===== src/rtl/fifo_write_arbiter.sv =====
// Round-robin burst arbiter: p_REQUESTERS producers share one sync_fifo write port.
// Optional macro ALMOST_FULL_THROTTLE_EN: almost-full also blocks new grants from IDLE.
module fifo_write_arbiter #(
  parameter int unsigned p_REQUESTERS   = 4,
  parameter int unsigned p_DATA_WIDTH   = 8,
  parameter int unsigned p_BURST_LENGTH = 4
) (
  input  logic                                 i_CLK,
  input  logic                                 i_RESET,
  input  logic [p_REQUESTERS-1:0]              i_REQUEST,
  input  logic [p_REQUESTERS*p_DATA_WIDTH-1:0] i_DATA,
  input  logic                                 i_FIFO_FULL,
  input  logic                                 i_FIFO_ALMOST_FULL,
  output logic [p_REQUESTERS-1:0]              o_GRANT,
  output logic [p_REQUESTERS-1:0]              o_ACK,
  output logic                                 o_WRITE_REQUEST,
  output logic [p_DATA_WIDTH-1:0]              o_WRITE_DATA,
  output logic                                 o_BUSY
);

  localparam int unsigned IDX_W = (p_REQUESTERS > 1) ? $clog2(p_REQUESTERS) : 1;
  localparam int unsigned CNT_W = $clog2(p_BURST_LENGTH) + 1;

  typedef enum logic {
    ST_IDLE  = 1'b0,
    ST_BURST = 1'b1
  } state_t;

  state_t                  state_q, state_d;
  logic [p_REQUESTERS-1:0] grant_q, grant_d;
  logic [IDX_W-1:0]        last_q, last_d;
  logic [CNT_W-1:0]        cnt_q, cnt_d;
  logic                    busy_q, busy_d;

  logic                    blocked_c;
  logic                    win_found_c;
  logic [IDX_W-1:0]        win_idx_c;
  logic                    req_g_c;
  logic                    write_c;
  logic [p_DATA_WIDTH-1:0] data_c;

`ifdef ALMOST_FULL_THROTTLE_EN
  assign blocked_c = i_FIFO_FULL | i_FIFO_ALMOST_FULL;
`else
  logic unused_almost_full;
  assign unused_almost_full = i_FIFO_ALMOST_FULL;
  assign blocked_c          = i_FIFO_FULL;
`endif

  // Round-robin search starting one past the last winner, wrapping.
  always_comb begin
    win_found_c = 1'b0;
    win_idx_c   = last_q;
    for (int unsigned i = 1; i <= p_REQUESTERS; i++) begin
      if (!win_found_c && i_REQUEST[IDX_W'((32'(last_q) + i) % p_REQUESTERS)]) begin
        win_found_c = 1'b1;
        win_idx_c   = IDX_W'((32'(last_q) + i) % p_REQUESTERS);
      end
    end
  end

  // Write path; grant_q is zero in IDLE, which zeroes data and request there.
  always_comb begin
    req_g_c = |(i_REQUEST & grant_q);
    write_c = (state_q == ST_BURST) && req_g_c && !i_FIFO_FULL;
    data_c  = '0;
    for (int unsigned k = 0; k < p_REQUESTERS; k++) begin
      if (grant_q[k]) begin
        data_c = data_c | i_DATA[k*p_DATA_WIDTH +: p_DATA_WIDTH];
      end
    end
  end

  always_comb begin
    state_d = state_q;
    grant_d = grant_q;
    last_d  = last_q;
    cnt_d   = cnt_q;
    case (state_q)
      ST_IDLE: begin
        if (win_found_c && !blocked_c) begin
          state_d = ST_BURST;
          grant_d = p_REQUESTERS'(1'b1) << win_idx_c;
          last_d  = win_idx_c;
          cnt_d   = '0;
        end
      end
      ST_BURST: begin
        // A dropped request releases even if this would have been the last word.
        if (!req_g_c) begin
          state_d = ST_IDLE;
          grant_d = '0;
          cnt_d   = '0;
        end else if (write_c) begin
          cnt_d = cnt_q + CNT_W'(1);
          if (cnt_d == CNT_W'(p_BURST_LENGTH)) begin
            state_d = ST_IDLE;
            grant_d = '0;
            cnt_d   = '0;
          end
        end
      end
      default: begin
        state_d = ST_IDLE;
        grant_d = '0;
        cnt_d   = '0;
      end
    endcase
    busy_d = (state_d == ST_BURST);
  end

  always_ff @(posedge i_CLK or posedge i_RESET) begin
    if (i_RESET) begin
      state_q <= ST_IDLE;
      grant_q <= '0;
      last_q  <= IDX_W'(p_REQUESTERS - 1);
      cnt_q   <= '0;
      busy_q  <= 1'b0;
    end else begin
      state_q <= state_d;
      grant_q <= grant_d;
      last_q  <= last_d;
      cnt_q   <= cnt_d;
      busy_q  <= busy_d;
    end
  end

  assign o_GRANT         = grant_q;
  assign o_BUSY          = busy_q;
  assign o_WRITE_REQUEST = write_c;
  assign o_ACK           = write_c ? grant_q : '0;
  assign o_WRITE_DATA    = data_c;

endmodule


===== config.mk =====
export PLATFORM = sky130hd
export DESIGN_NAME = fifo_write_arbiter
export DESIGN_NICKNAME = d
export VERILOG_FILES = /design/src/rtl/fifo_write_arbiter.sv
export SDC_FILE = /design/constraint.sdc
export NUM_CORES = 1
export LEC_CHECK = 0
export ABC_CLOCK_PERIOD_IN_PS = 3600
export CAP_MARGIN = 10
export CORE_MARGIN = 4
export CORE_UTILIZATION = 36
export CTS_CLUSTER_SIZE = 16
export DETAILED_ROUTE_END_ITERATION = 6
export PLACE_DENSITY = 0.84
export SKIP_CTS_REPAIR_TIMING = 1
export SLEW_MARGIN = 20
export SYNTH_ARGS = -nofsm -noshare
export SYNTH_HDL_FRONTEND = slang
export SYNTH_SLANG_ARGS = --single-unit

===== constraint.sdc =====
create_clock -name i_CLK -period 3.6 [get_ports i_CLK]
set_input_delay 0.72 -clock i_CLK [delete_from_list [all_inputs] [get_ports i_CLK]]
set_output_delay 0.72 -clock i_CLK [all_outputs]
set_load 0.05 [all_outputs]

# == Word level (Yosys, flattened, before mapping) ==
# Cells that the tools add are included.
# op_classes
bitwise,5
n_lt_le_gt_ge,4
shifts,1
n_eq_ne,4
addsub,5
muxes,36
reduce_logical,14
# op_table
cell,count
$mux 8,4
$or 8x8->8,3
$mux 4,5
$lt 2x3->1 const B,4
$mux 1,12
$mux 3,4
$bmux 1 s2,4
$mux 2,4
$pmux 4 s2,1
$logic_and 1x1->1,6
$ne 3x2->1 const B,2
$pmux 3 s2,1
$add 2x1->2 const B,2
$add 2x2->2 const B,2
$and 4x4->4,1
$logic_not 1->1,4
$reduce_and 2->1,2
$reduce_or 4->1,1
$shl 1x2->4 const A,1
$add 3x1->3 const B,1
$eq 3x3->1 const B,1
$reduce_and 3->1,1
$ne 2x2->1 const B,1
$pmux 1 s2,1
$not 1->1,1
# totals
wordCells,73
inputBits,40
out_inout_bits,18
regBits,10

# == Depth between registers and ports, before layout ==
# depth
word_depth,16
ltp_mapped,5
depth_no_buf,5

# == Worst setup path before layout ==
# No wires, ideal clock.
# synth_path
path_type,input to output
from,input port i_FIFO_FULL
to,output port o_ACK[0]
required_ns,2.880
n_path_buf,0
slack_ns,0.478
cell_stages,3
t_arrival_ns,2.402
path_cell_list,nand2b_1 a21oi_1 and2_1
# synth_between
elab_chain_cells,3
# synth_rtl
element,line,rtl
start: declaration,12,"input logic i_FIFO_FULL,"
$logic_not 1->1,65,write_c = (state_q == ST_BURST) && req_g_c && !i_FIFO_FULL;
$logic_and 1x1->1,65,
net o_WRITE_REQUEST,16,"output logic o_WRITE_REQUEST,"
$mux 4,131,assign o_ACK = write_c ? grant_q : '0;
end: declaration,15,"output logic [p_REQUESTERS-1:0] o_ACK,"
# The timed path passes the listed nets, and every way through them passes these cells.

# == Worst setup path after layout ==
# layout_path
from,input port i_REQUEST[2]
to,output port o_ACK[0]
# layout_between
elab_chain_cells,5
# layout_rtl
element,line,rtl
start: declaration,10,"input logic [p_REQUESTERS-1:0] i_REQUEST,"
$and 4x4->4,64,req_g_c = |(i_REQUEST & grant_q);
$reduce_or 4->1,64,
$logic_and 1x1->1 (2 in series),65,
$mux 4,131,
# Every way passes these cells.

==> metrics.cfg <==
[floorplan]
core_mm2 = 0.00202
die_area_mm2 = 0.00302
fp.dieW_um = 54.9
initial_core_util = 0.392
die_h_um = 54.9
pin_count = 58
rows = 16

[critical_path]
endpoint_kind = output port
worstPathRequired_ns = 2.88
cp_max_fo = 8
cp.arrival_ns = 2.29
cpMaxStageDelayCell = clkdlybuf4s50_1
setup.worst_path.start = i_REQUEST[2]
path_buf_inv = 2
cpPeakStageDelay_ns = 0.54
path_cells = clkdlybuf4s50_1 -> a22oi_1 -> a21oi_1 -> and2_1 -> buf_12
worstSetupPathType = input port to output port
crit-reg2reg-launch = last_q[0]
path_delay_family = buffers and inverters
startpoint_type = input port

[sta]
fmax_mhz = 332
final-max-slew-violation-count = 0
fin_skew_ns = 0.00185
min_period_over_period = 0.837
finalSetupTns_ns = 0
setup_viol = 0
worstMarginPinSlew_ns = 0.697
min_period_ns = 3.01
holdWs_ns = 0.505
worst_slack_ns = 0.585
rsz0062_at_grt = no
max_slew_margin = 0.536
finalHoldViolCount = 0

[yosys]
synth_edf_count = 0
synth_top_area_cell = dfrtp_1
ys_top_cells_by_count = a22oi_1, nand2_1, dfrtp_1
synth_top_flop_cell = dfrtp_1
ys_ff_latch = 10
syn_avg_cell_area_um2 = 8.35
async_flop_share = 1.00
syn_nets = 137
seq_area_frac_synth = 0.319
netlist_area_um2 = 793
synth.top_cells.by_area = dfrtp_1, a22oi_1, nand2_1, dfstp_2, a22o_1
yosysMostFrequentCell = a22oi_1
netlist_instances = 95
synth.distinct_cells = 31
ys_warn_count = 0
synth_top_cell_area_share = 0.252

[grt]
grt_pass1_vias = 915
grt_max_degree = 13
overflow = 0
top_usage_layer = met2
track_usage = 0.189
grt_use_met3 = 0.0322
grt_first_pass_wirelength_um = 4060
use_met1 = 0.221
grtUsageMet2 = 0.354
antenna_found_initial = 0

[power_and_ir_drop]
seqPwrFrac = 0.220
leakage_nw = 0.609
finalPower_mw = 1.19
p_switching_mw = 0.661
ir_drop_v = 0.000565
clkPwrFrac = 0.085
p_per_area_mw_per_mm2 = 828
p_int_mw = 0.528
pwr-share-comb = 0.695
switching_share = 0.556

[clock_network]
clkSlewWorstSetupHoldPaths_ns = 0.07
cts_buffers = 3
cts_tree = yes
clk_path_buf_depth = 2
root_buffer = clkbuf_4
insertion_delay_ns = 0.26
h-tree-depth = 1
clkSinkCount = 10

[flow_run]
cap_violations = 0

[placed_design]
dp.cells = 173
postPlaceCellArea_mm2 = 0.00140
place_ws_ns = 0.607
io_buffer_count = 56
place_hpwl_um = 2250
place.gp.congestion = 0.816

[routing]
wl_per_cell_um = 15.9
drt_pass1_iterations = 4
drtIter0Drc = 14
vias_per_cell = 5.50
num_vias = 974
routed_wl_um = 2820
drtAntennaViolNets = 0
drc = 0

[layout]
fin_area_mm2 = 0.00144
drive_gt1_frac = 0.100
fin_cells = 177
area_growth_pct = 80.9
n_antenna_cell = 0
finish.utilization = 0.710
fin_nets = 193
fillerInstances = 162

[min_path]
hold_path.class = flop to flop
min-delay-start = last_q[1]

[outcome]
status = complete, no violations

==> kinds of logic after synthesis <==
logic type      count (synthesis)  share of synthesized area
buf+inv                         8                     0.0473
fa+ha+maj                       2                     0.0315
simple gates                   35                      0.219
xor+xnor                        1                     0.0110
compound gates                 39                      0.372
flops                          10                      0.319
==> path summary, 6_finish.rpt <==
| kind | cells after the start | end | slack (ns) |
|---|---|---|---|
| setup / recovery | 5 | o_ACK[0] | 0.59 |
| hold / removal | 2 | last_q[1] | 0.51 |
| setup reg to reg | 4 | last_q[0] | 1.89 |
| hold reg to reg | 2 | last_q[1] | 0.51 |
| max in group asynchronous | 2 | last_q[0] | 2.56 |
| min in group asynchronous | 2 | o_BUSY | 0.72 |
==> power groups by stage <==
stage / clock network, mW / logic, mW / registers [mW]
2_1_floorplan: 0 / 0.510 / 0.282
3_3_place_gp: 0 / 0.806 / 0.258
3_5_place_dp: 0 / 0.827 / 0.262
4_1_cts: 0.103 / 0.830 / 0.259
5_1_grt: 0.110 / 0.866 / 0.271
6_report: 0.102 / 0.826 / 0.261
==> metal layers <==
layer / vias to the layer above / wire (um)
li1: 472 / -
met1: 467 / 1080
met2: 33 / 1550
met3: 2 / 167
met4: 0 / 17
met5: - / 0
==> state kept, by name, summed over array words and instances (netlist names) <==
register  count
o_BUSY        1
last_q        2
cnt_q         3
o_GRANT       4
==> final cells by class <==
type	instances	area [um2]	share of cell area
Tap cell	27	33.8	0.0235
Inverter	3	11.3	0.00785
Clock buffer	4	36.3	0.0253
Sequential cell	10	253	0.176
Multi-Input combinational cell	77	503	0.350
Timing Repair Buffer	56	598	0.417
==> tightest hold or removal path, delay by kind of cell (launching register included) <==
family | cells | cell delay [ns]
flip-flops | 1 | 0.39
AND/OR/NAND/NOR | 2 | 0.11
==> placed cells by master, fill, tap and decap left out, drive strengths merged <==
cell type	instances
a21oi	5
a221oi	1
a22o	4
a22oi	18
and2	4
and3	1
buf	5
clkbuf	4
clkdlybuf4s50	51
dfrtp	8
dfstp	2
ha	2
inv	3
nand2	15
nand2b	3
nand3	1
nor2	4
nor3	2
nor4	1
o2111ai	1
o211a	1
o211ai	2
o21a	1
o21ai	3
o221a	1
o2bb2ai	2
or2	1
or2b	1
or3	2
xor2	1
No activity file was read; power rests on OpenSTA's default activity.
